[src/rtl/exe_md_stage_pkg.sv]
// -----------------------------------------------------------------------------
// exe_md_stage_pkg
// Shared definitions for the EXE stage with multiply/divide support:
//   - md_op_t    : encoding of the emd_op field
//   - md_state_t : IDLE/RUN state of the iterative multiply/divide unit
//   - ALU_*      : ealuc operation codes understood by alu
//   - helpers classifying md_op_t values
// -----------------------------------------------------------------------------
package exe_md_stage_pkg;

   typedef enum logic [2:0] {
      MD_NONE  = 3'd0,
      MD_MULT  = 3'd1,
      MD_MULTU = 3'd2,
      MD_DIV   = 3'd3,
      MD_DIVU  = 3'd4,
      MD_MFHI  = 3'd5,
      MD_MFLO  = 3'd6,
      MD_RSVD  = 3'd7   // behaves exactly like MD_NONE
   } md_op_t;

   typedef enum logic {
      MD_IDLE = 1'b0,
      MD_RUN  = 1'b1
   } md_state_t;

   localparam logic [3:0] ALU_ADD = 4'b0000;
   localparam logic [3:0] ALU_SUB = 4'b0100;
   localparam logic [3:0] ALU_AND = 4'b0001;
   localparam logic [3:0] ALU_OR  = 4'b0101;
   localparam logic [3:0] ALU_XOR = 4'b0010;
   localparam logic [3:0] ALU_LUI = 4'b0110;
   localparam logic [3:0] ALU_SLL = 4'b0011;
   localparam logic [3:0] ALU_SRL = 4'b0111;
   localparam logic [3:0] ALU_SRA = 4'b1111;

   // Operations that start an iteration of the multiply/divide unit.
   function automatic logic md_is_arith(input md_op_t op);
      return (op == MD_MULT) || (op == MD_MULTU) || (op == MD_DIV) || (op == MD_DIVU);
   endfunction

   // Operations that depend on the multiply/divide unit (start it or read HI/LO).
   function automatic logic md_uses_unit(input md_op_t op);
      return md_is_arith(op) || (op == MD_MFHI) || (op == MD_MFLO);
   endfunction

endpackage

[src/rtl/alu.sv]
// -----------------------------------------------------------------------------
// alu
// Combinational integer ALU.
//   i_a    : operand A (low 5 bits are the shift amount for shifts)
//   i_b    : operand B (value being shifted for shifts)
//   i_aluc : operation code (ALU_* in exe_md_stage_pkg)
//   o_r    : result
// -----------------------------------------------------------------------------
module alu
   import exe_md_stage_pkg::*;
#(
   parameter int W = 32
) (
   input  logic [W-1:0] i_a,
   input  logic [W-1:0] i_b,
   input  logic [3:0]   i_aluc,
   output logic [W-1:0] o_r
);

   logic [4:0] w_sa;
   assign w_sa = i_a[4:0];

   always_comb begin
      // NOTE: o_r gets a value on every path (default first) so no latch is inferred.
      o_r = i_a + i_b;
      case (i_aluc)
         ALU_ADD: o_r = i_a + i_b;
         ALU_SUB: o_r = i_a - i_b;
         ALU_AND: o_r = i_a & i_b;
         ALU_OR:  o_r = i_a | i_b;
         ALU_XOR: o_r = i_a ^ i_b;
         ALU_LUI: o_r = i_b << (W / 2);
         ALU_SLL: o_r = i_b << w_sa;
         ALU_SRL: o_r = i_b >> w_sa;
         ALU_SRA: o_r = $signed(i_b) >>> w_sa;
         default: o_r = i_a + i_b;
      endcase
   end

endmodule

[src/rtl/exe_md_stage_md_unit.sv]
// -----------------------------------------------------------------------------
// md_unit
// Iterative multiply/divide engine taking exactly W RUN cycles per operation.
// Works on operand magnitudes (shift-add multiply, restoring divide) and
// applies the signs when HI/LO are written on the final RUN edge.
//   clk, rst : clock, asynchronous active-high reset (aborts any operation)
//   i_issue  : start i_op on i_a/i_b (only honoured in IDLE)
//   i_op     : MD_MULT, MD_MULTU, MD_DIV or MD_DIVU
//   i_a, i_b : multiplicand/multiplier or dividend/divisor
//   o_busy   : unit is in RUN
//   o_hi     : HI register (product high half / remainder)
//   o_lo     : LO register (product low half / quotient)
// -----------------------------------------------------------------------------
module md_unit
   import exe_md_stage_pkg::*;
#(
   parameter int W = 32
) (
   input  logic         clk,
   input  logic         rst,
   input  logic         i_issue,
   input  md_op_t       i_op,
   input  logic [W-1:0] i_a,
   input  logic [W-1:0] i_b,
   output logic         o_busy,
   output logic [W-1:0] o_hi,
   output logic [W-1:0] o_lo
);

   localparam int CNT_W = $clog2(W + 1);

   md_state_t        r_state;
   logic [CNT_W-1:0] r_cnt;
   logic             r_is_div;
   logic             r_neg_q;   // negate product / quotient at the end
   logic             r_neg_r;   // negate remainder at the end
   logic             r_dz;      // division by zero
   logic [W-1:0]     r_acc_hi;  // product high half / partial remainder
   logic [W-1:0]     r_acc_lo;  // multiplier bits / dividend bits -> quotient
   logic [W-1:0]     r_opnd;    // multiplicand / divisor magnitude
   logic [W-1:0]     r_hi;
   logic [W-1:0]     r_lo;

   // Operand preparation at issue
   logic         w_signed, w_div_op, w_a_neg, w_b_neg;
   logic [W-1:0] w_a_mag, w_b_mag;

   assign w_signed = (i_op == MD_MULT) || (i_op == MD_DIV);
   assign w_div_op = (i_op == MD_DIV)  || (i_op == MD_DIVU);
   assign w_a_neg  = w_signed & i_a[W-1];
   assign w_b_neg  = w_signed & i_b[W-1];
   assign w_a_mag  = w_a_neg ? -i_a : i_a;
   assign w_b_mag  = w_b_neg ? -i_b : i_b;

   // One shift-add multiply step: add the multiplicand when the current
   // multiplier bit is set, then shift the {hi,lo} pair right by one.
   logic [W:0]   w_sum;
   logic [W-1:0] w_mul_hi, w_mul_lo;

   assign w_sum    = {1'b0, r_acc_hi} + {1'b0, (r_acc_lo[0] ? r_opnd : '0)};
   assign w_mul_hi = w_sum[W:1];
   assign w_mul_lo = {w_sum[0], r_acc_lo[W-1:1]};

   // One restoring divide step: shift the next dividend bit into the partial
   // remainder and subtract the divisor when it fits.
   logic [W:0]   w_shift;
   logic         w_ge;
   logic [W-1:0] w_sub, w_div_hi, w_div_lo;

   assign w_shift  = {r_acc_hi, r_acc_lo[W-1]};
   assign w_ge     = (w_shift >= {1'b0, r_opnd});
   assign w_sub    = w_shift[W-1:0] - r_opnd;
   assign w_div_hi = w_ge ? w_sub : w_shift[W-1:0];
   assign w_div_lo = {r_acc_lo[W-2:0], w_ge};

   logic [W-1:0] w_nxt_hi, w_nxt_lo;
   assign w_nxt_hi = r_is_div ? w_div_hi : w_mul_hi;
   assign w_nxt_lo = r_is_div ? w_div_lo : w_mul_lo;

   // Sign correction applied to the final step's result. With a zero divisor
   // the restoring loop already leaves |dividend| as remainder, so restoring
   // the dividend's sign yields the dividend; only LO needs forcing.
   logic [2*W-1:0] w_prod, w_prod_fix;
   logic [W-1:0]   w_quo, w_rem, w_fin_hi, w_fin_lo;

   assign w_prod     = {w_nxt_hi, w_nxt_lo};
   assign w_prod_fix = r_neg_q ? -w_prod : w_prod;
   assign w_quo      = r_dz ? '1 : (r_neg_q ? -w_nxt_lo : w_nxt_lo);
   assign w_rem      = r_neg_r ? -w_nxt_hi : w_nxt_hi;
   assign w_fin_hi   = r_is_div ? w_rem : w_prod_fix[2*W-1:W];
   assign w_fin_lo   = r_is_div ? w_quo : w_prod_fix[W-1:0];

   always_ff @(posedge clk or posedge rst) begin
      // NOTE: sequential state uses non-blocking assignments only, so every
      // register samples pre-edge values regardless of statement order.
      if (rst) begin
         r_state  <= MD_IDLE;
         r_cnt    <= '0;
         r_is_div <= 1'b0;
         r_neg_q  <= 1'b0;
         r_neg_r  <= 1'b0;
         r_dz     <= 1'b0;
         r_acc_hi <= '0;
         r_acc_lo <= '0;
         r_opnd   <= '0;
         r_hi     <= '0;
         r_lo     <= '0;
      end else begin
         case (r_state)
            MD_IDLE: begin
               if (i_issue) begin
                  r_state  <= MD_RUN;
                  r_cnt    <= CNT_W'(W);
                  r_is_div <= w_div_op;
                  r_neg_q  <= w_a_neg ^ w_b_neg;
                  r_neg_r  <= w_a_neg;
                  r_dz     <= w_div_op && (i_b == '0);
                  r_acc_hi <= '0;
                  r_acc_lo <= w_a_mag;
                  r_opnd   <= w_b_mag;
               end
            end
            MD_RUN: begin
               r_acc_hi <= w_nxt_hi;
               r_acc_lo <= w_nxt_lo;
               r_cnt    <= r_cnt - 1'b1;
               if (r_cnt == CNT_W'(1)) begin
                  r_hi    <= w_fin_hi;
                  r_lo    <= w_fin_lo;
                  r_state <= MD_IDLE;
               end
            end
            default: r_state <= MD_IDLE;
         endcase
      end
   end

   assign o_busy = (r_state == MD_RUN);
   assign o_hi   = r_hi;
   assign o_lo   = r_lo;

endmodule

[src/rtl/exe_md_stage.sv]
// -----------------------------------------------------------------------------
// exe_md_stage
// EXE pipeline stage with ALU, jump-and-link, and an iterative multiply/divide
// unit with HI/LO, followed by the EX/MEM pipeline register.
//   clk, rst      : clock, asynchronous active-high reset
//   ea, eb        : register operands
//   eimm          : extended immediate (eimm[10:6] = shift amount)
//   epc4          : PC+4 of the instruction
//   ern0          : destination register number
//   ealuc         : ALU operation code
//   ealuimm       : B operand is eimm
//   eshift        : A operand is the shift amount
//   ejal          : jump-and-link (result epc4+8, destination all ones)
//   ewreg         : GPR write enable
//   evalid        : an instruction is present
//   emd_op        : multiply/divide operation (md_op_t)
//   estall        : current instruction cannot retire this cycle
//   md_busy       : multiply/divide unit is iterating
//   malu/mrn/mwreg: EX/MEM result, destination, write enable
// -----------------------------------------------------------------------------
module exe_md_stage
   import exe_md_stage_pkg::*;
#(
   parameter int W    = 32,
   parameter int RN_W = 5
) (
   input  logic            clk,
   input  logic            rst,
   input  logic [W-1:0]    ea,
   input  logic [W-1:0]    eb,
   input  logic [W-1:0]    eimm,
   input  logic [W-1:0]    epc4,
   input  logic [RN_W-1:0] ern0,
   input  logic [3:0]      ealuc,
   input  logic            ealuimm,
   input  logic            eshift,
   input  logic            ejal,
   input  logic            ewreg,
   input  logic            evalid,
   input  logic [2:0]      emd_op,
   output logic            estall,
   output logic            md_busy,
   output logic [W-1:0]    malu,
   output logic [RN_W-1:0] mrn,
   output logic            mwreg
);

   md_op_t       w_op;
   logic [W-1:0] w_alu_a, w_alu_b, w_alu_r, w_result, w_hi, w_lo;
   logic         w_md_busy, w_accept, w_issue;

   assign w_op    = md_op_t'(emd_op);
   assign w_alu_a = eshift  ? {{(W-5){1'b0}}, eimm[10:6]} : ea;
   assign w_alu_b = ealuimm ? eimm : eb;

   alu #(.W(W)) u_alu (
      .i_a    (w_alu_a),
      .i_b    (w_alu_b),
      .i_aluc (ealuc),
      .o_r    (w_alu_r)
   );

   // Anything touching the MD unit waits while it iterates; other instructions
   // flow past it.
   assign estall   = evalid & w_md_busy & md_uses_unit(w_op);
   assign w_accept = evalid & ~estall;
   assign w_issue  = w_accept & md_is_arith(w_op);

   md_unit #(.W(W)) u_md_unit (
      .clk     (clk),
      .rst     (rst),
      .i_issue (w_issue),
      .i_op    (w_op),
      .i_a     (ea),
      .i_b     (eb),
      .o_busy  (w_md_busy),
      .o_hi    (w_hi),
      .o_lo    (w_lo)
   );

   assign md_busy = w_md_busy;

   always_comb begin
      w_result = w_alu_r;
      if (ejal)
         w_result = epc4 + W'(8);
      if (w_op == MD_MFHI)
         w_result = w_hi;
      else if (w_op == MD_MFLO)
         w_result = w_lo;
   end

   logic [W-1:0]    r_malu;
   logic [RN_W-1:0] r_mrn;
   logic            r_mwreg;

   always_ff @(posedge clk or posedge rst) begin
      if (rst) begin
         r_malu  <= '0;
         r_mrn   <= '0;
         r_mwreg <= 1'b0;
      end else if (w_accept) begin
         r_malu  <= w_result;
         r_mrn   <= ejal ? '1 : ern0;
         // mult/div leave through EX/MEM without writing a GPR
         r_mwreg <= ewreg & ~md_is_arith(w_op);
      end else begin
         r_malu  <= '0;
         r_mrn   <= '0;
         r_mwreg <= 1'b0;
      end
   end

   assign malu  = r_malu;
   assign mrn   = r_mrn;
   assign mwreg = r_mwreg;

endmodule
[config.mk]
export PLATFORM = sky130hd
export DESIGN_NAME = exe_md_stage
export DESIGN_NICKNAME = d
export VERILOG_FILES = /design/src/rtl/exe_md_stage_pkg.sv /design/src/rtl/alu.sv /design/src/rtl/exe_md_stage_md_unit.sv /design/src/rtl/exe_md_stage.sv
export SDC_FILE = /design/constraint.sdc
export NUM_CORES = 1
export LEC_CHECK = 0
export ABC_AREA = 1
export CAP_MARGIN = 40
export CORE_MARGIN = 3
export CORE_UTILIZATION = 49
export CTS_CLUSTER_DIAMETER = 60
export DETAILED_ROUTE_END_ITERATION = 8
export PLACE_DENSITY = 0.68
export SETUP_SLACK_MARGIN = 0.02
export SLEW_MARGIN = 30
export SYNTH_ARGS = -nofsm -noshare
export SYNTH_HDL_FRONTEND = slang
export SYNTH_SLANG_ARGS = --single-unit
[constraint.sdc]
create_clock -name clk -period 9.85 [get_ports clk]
set_input_delay 1.97 -clock clk [delete_from_list [all_inputs] [get_ports clk]]
set_output_delay 1.97 -clock clk [all_outputs]
set_load 0.02 [all_outputs]
-- Word-level counts from Yosys, hierarchy flattened
Cells that the tools add are included.
- add/sub/neg operators: 11
- $mul: 0
- divide/modulo/power cells: 0
- order comparisons: 1
- equal/unequal tests: 16
- shift-type cells: 3
- mux-type cells: 31
- bitwise gates (word level): 14
- reduce and logical (&&, ||, !) cells: 11
- operators by type and width (cell ; number):
    $mux 32 ; 19
    $pmux 32 s8 ; 1
    $neg 32->32 ; 4
    $pmux 32 s2 ; 2
    $mux 64 ; 1
    $neg 64->64 ; 1
    $sub 32x32->32 ; 2
    $add 32x32->33 ; 1
    $ge 33x32->1 ; 1
    $add 32x32->32 ; 1
    $add 32x4->32 const B ; 1
    $and 32x32->32 ; 1
    $logic_not 32->1 ; 1
    $or 32x32->32 ; 1
    $shl 32x5->32 ; 1
    $shr 32x5->32 ; 1
    $sshr 32x5->32 ; 1
    $xor 32x32->32 ; 1
    $eq 4x3->1 const B ; 4
    $pmux 6 s2 ; 1
    $mux 5 ; 2
    $eq 3x3->1 const B ; 3
    $eq 4x2->1 const B ; 2
    $and 1x1->1 ; 7
    15 further kinds ; 27
- flip-flop bits (word level): 209
- latch bits: 0
- RAM bits: 0
- ROM bits: 0
- output and inout port bits: 40
- logic and storage cells: 101
- memories kept: 0

-- Logic depth before layout (Yosys ltp)
- word-level depth: 12
- depth in mapped cells: 34
- depth with buffers taken out: 33

-- Modules after synthesis
Synthesis repeated with hierarchy kept, for this count alone.
- cells, all modules: 4953
- area total of the unflattened synthesis: 29099.2 um^2
- by module, submodules not included (module ; instances ; cells each ; area an instance (um^2)):
    md_unit ; 1 ; 2700 ; 16982.5
    alu ; 1 ; 1645 ; 8353.0
    exe_md_stage ; 1 ; 608 ; 3763.6

-- Least setup slack after synthesis
Ideal clock, no wire load.
- path kind: input to register
- start: in ealuimm
- end: reg r_malu[29], in the netlist malu[29]
- library setup time: 121 ps
- arrival time: 5375 ps
- required time: 9729 ps
- path slack: 4354 ps
- stages: 26
- path through: buf_6 > inv_4 > or2_1 > o21ai_2 > ha_1 > nand3_1 > nor3_2 > nand4_1 > nor3_2 > nand3_1 > nor3_1 > or2_2 > xor2_1 > ha_1 > a21oi_1 > inv_1 > a31oi_1 > o221ai_1 > a21oi_1 > nand2_1 > a21oi_1 > o21ai_0 > o31ai_1 > nand2_1 > a21oi_1 > nor2_1
- word-level cells in the longest chain between the ends: 7
- elaborated cells between the ends (all ways): 14
- RTL lines (element ; line ; text):
    start: declaration ; exe_md_stage.sv:35 ; input logic ealuimm,
    $mux 32 * ; exe_md_stage.sv:54 ; assign w_alu_b = ealuimm ? eimm : eb;
    $add 32x32->32, or another cell as far along ; alu.sv:27, alu.sv:36 ;
    $pmux 32 s8 * ; alu.sv:26 ; case (i_aluc)
    $mux 32 * ; exe_md_stage.sv:85 ; if (ejal)
    $mux 32 * ; exe_md_stage.sv:89 ; else if (w_op == MD_MFLO)
    $mux 32 * ; exe_md_stage.sv:87 ; if (w_op == MD_MFHI)
    $mux 32 * ; exe_md_stage.sv:102 ; end else if (w_accept) begin
    end signal: assignment ; exe_md_stage.sv:103 ; r_malu <= w_result;
    end: declaration ; exe_md_stage.sv:93 ; logic [W-1:0] r_malu;
Mark *: on every way between the ends. The rest lies on a longest branch, timed or not.
A chain may end at the register's enable or synchronous reset.

-- Worst setup path after layout
- start: in emd_op[1]
- end: out estall
- word-level cells in the longest chain between the ends: 7
- elaborated cells between the ends (all ways): 12
- RTL lines (element ; line ; text):
    start: declaration ; exe_md_stage.sv:40 ; input logic [2:0] emd_op,
    $eq 3x1->1 / $eq 3x2->1 (equally long branches) ; exe_md_stage_pkg.sv:39 ; return (op == MD_MULT) || (op == MD_MULTU) || (op == MD_DIV) || (op == MD_DIVU);
    $logic_or 1x1->1 (3 in series) ; exe_md_stage_pkg.sv:39 ;
    $logic_or 1x1->1 ; exe_md_stage_pkg.sv:44 ; return md_is_arith(op) || (op == MD_MFHI) || (op == MD_MFLO);
    $logic_or 1x1->1 * ; exe_md_stage_pkg.sv:44 ;
    $and 1x1->1 * ; exe_md_stage.sv:65 ; assign estall = evalid & w_md_busy & md_uses_unit(w_op);
    end: declaration ; exe_md_stage.sv:41 ; output logic estall,
Marks and branches as above.

==> metrics <==
status finished, final reports clean; Max VDD drop roughly 0.00022 V; critical path's slowest cell clkdlybuf4s50_1; Seq/Total Area, Yosys 0.1936; GP Congestion about 1.1; CP top delay family buffers and inverters; post-synthesis cell area about 27000 um2; initial DRC count 3750; routed wl met3 around 12 mm; Gate Count Post-Synth 4544; drt total wl 121.8 mm; post-layout min period between 7 and 8 ns; CTS tree done; Worst Path Arrival 5.04 ns; Crit Path Class in2out; Area Overhead vs Synth 12.98%; clk sink count 209; setup TNS 0 ns; first-pass GRT wire length 180.5 mm; Relative slew margins 0.2979; Finished Core Util 0.5637; ANT nets after route 0; skew final ~0.018 ns; row count 85; setup violators final 0; Max Clock Freq 142.6 MHz; initial antenna violation count 2; Die X 240.8 um; most frequent cells in the layout nand2_1, inv_1, nor2_1; CP Buf/Inv Count 6; gr ovfl total 0; area of the core 54130 um2; Slew Limit Fails 0; # port buffers between 150 and 200; CP Cell Sequence clkdlybuf4s50_1 -> inv_1 -> nor3_2 -> buf_4 -> inv_1 -> buf_4 -> nand2_1 -> nor2_1 -> nor3_2 -> clkdlybuf4s50_1; CTS root buffer clkbuf_16; Worst Tran Pin Value 1.027 ns; Synth Area per Inst 5.944 um2; Leak 15.17 nW; drt drc 0; syn_nets 4861; Clock Latency Late Sink 0.58 ns; Post-synth ARST share 1.000; yosys warns 0; flop-to-flop setup slack 4.31 ns; H-tree level count 1; RSZ-0062 raised after global routing no; layout cells sized above 1 0.06239; starting density of the core 0.4990; Die Y 240.8 um; endpoints failing hold 0; post-cts resize count 0; Critical Path Source Type input pin; metal2 WL roughly 53 mm; vias in the first global route between 20000 and 30000; Post-synth EDFFs 0; ys flop type dfrtp_1; fin nets roughly 5000; CP endpoint kind output pin; Worst Path Max Fanout 25; largest net degree at the start of global routing 89; GRT Total Usage 0.4108; Max stage delay on crit path 0.79 ns; die area 57980 um2; TritonCTS Buffers 28; P per Cell Area 278.4 nW/um2; vias per inst 5.951; Max Cap Viol 0; Avg WL per Cell roughly 23 um; Hold-fix buffers, CTS 0; type of the worst min-delay path reg2reg; drt pass-1 iters 6; vias 31910; Top Metal Used met4; clock slew at reported path FFs 0.06 ns; Placed Instance Area 29430 um2; DPL Wire Length between 90 and 100 mm; Unique masters post-synth approximately 70; I/O pins 187; CP required 7.88 ns; Clock Tree Buf Depth 3; met1 WL just under 50 mm; Non-Filler Cell Area, Final 30520 um2; Setup Buffers After CTS 0; FF+latch count, synth 209; final period utilization 0.7117; commonest non-fill, non-tap cell in the layout nand2_1
kinds of logic after synthesis:
kind of cell    synth area share
compound gates            0.1959
simple gates              0.3700
xor+xnor                 0.04215
flops                     0.1936
buf+inv                   0.1173
fa+ha+maj                0.07958
mux                     0.001482
state kept, by name (all words and copies together), names as in the netlist:
name and cells:
malu 32, mrn 5, mwreg 1, u_md_unit.o_busy 1, u_md_unit.o_hi 32, u_md_unit.o_lo 32
u_md_unit.r_acc_hi 32, u_md_unit.r_acc_lo 32, u_md_unit.r_cnt 6, u_md_unit.r_dz 1, u_md_unit.r_is_div 1, u_md_unit.r_neg_q 1
u_md_unit.r_neg_r 1, u_md_unit.r_opnd 32
cells in the mapped netlist, types with 29 or more instances:
cell	instances	area (um2)
o21ai_0	307	1536
nand4_1	74	462.9
o211ai_1	30	225.2
nand3_1	322	1612
nand2_1	1324	4970
nor2_2	32	200.2
xor2_1	108	945.9
a21oi_1	216	1081
buf_2	29	145.1
inv_1	593	2226
nor3_1	45	225.2
nor2_1	423	1588
dfrtp_1	209	5230
o22ai_1	46	287.8
ha_1	167	2090
a31oi_1	53	331.6
clkbuf_1	107	401.6
o21ai_1	68	340.3
o221ai_1	50	437.9
worst paths after layout:
| path | startpoint | endpoint | cells after the start |
|---|---|---|---|
| worst max-delay path | emd_op[1] | estall | 10 |
| worst min-delay path | u_md_unit.o_hi[18] | u_md_unit.o_hi[18] | 2 |
| worst max register to register | u_md_unit.r_acc_hi[26] | u_md_unit.o_hi[24] | 28 |
| worst min register to register | u_md_unit.o_hi[18] | u_md_unit.o_hi[18] | 2 |
| max in group asynchronous | rst | u_md_unit.r_opnd[29] | 4 |
| min in group asynchronous | rst | u_md_unit.r_cnt[3] | 2 |
cell type report:
cell class,count,area [um2]
antenna,2,5.005
clock buffer,38,798.3
clock inverter,14,193.9
timing repair buffer,244,2405
tap,696,870.8
inverter,622,2345
multi-input combinational,3537,18670
fill,5640,23620
sequential,209,5234
where the power goes:
group,internal (mW),switching (mW),leakage [nW],total [mW]
sequential,1.21,0.344,2.54,1.55
clock,0.653,0.429,0.486,1.08
combinational,1.80,4.07,12.1,5.86
metrics by stage:
stage               setup WS (ns)  hold WS (ns)  std cells  power (mW)
finish                      2.840        0.4922       5362       8.495
global route                2.766        0.5080       5360       9.157
detailed placement          2.993        0.4685       5303       7.220
CTS                         3.001        0.4898       5355       8.334
floorplan                   2.171        0.4439       4544       5.474
global placement            2.750        0.4636       5298       7.165
worst register-to-register path: cells and delay by family, from the launching register on:
family          cells  cell delay [ns]
fa+ha+maj           2             0.72
flops               1             0.51
simple gates       23             3.62
buf+inv             1             0.03
compound gates      2             0.55
layer usage:
metal | GRT usage | vias to the layer above
met5 | 0 | -
met3 | 0.07953 | 302
met1 | 0.5390 | 14840
li1 | - | 15130
met2 | 0.6383 | 1636
met4 | 0.2252 | 0
(Power assumes the default switching activity.)
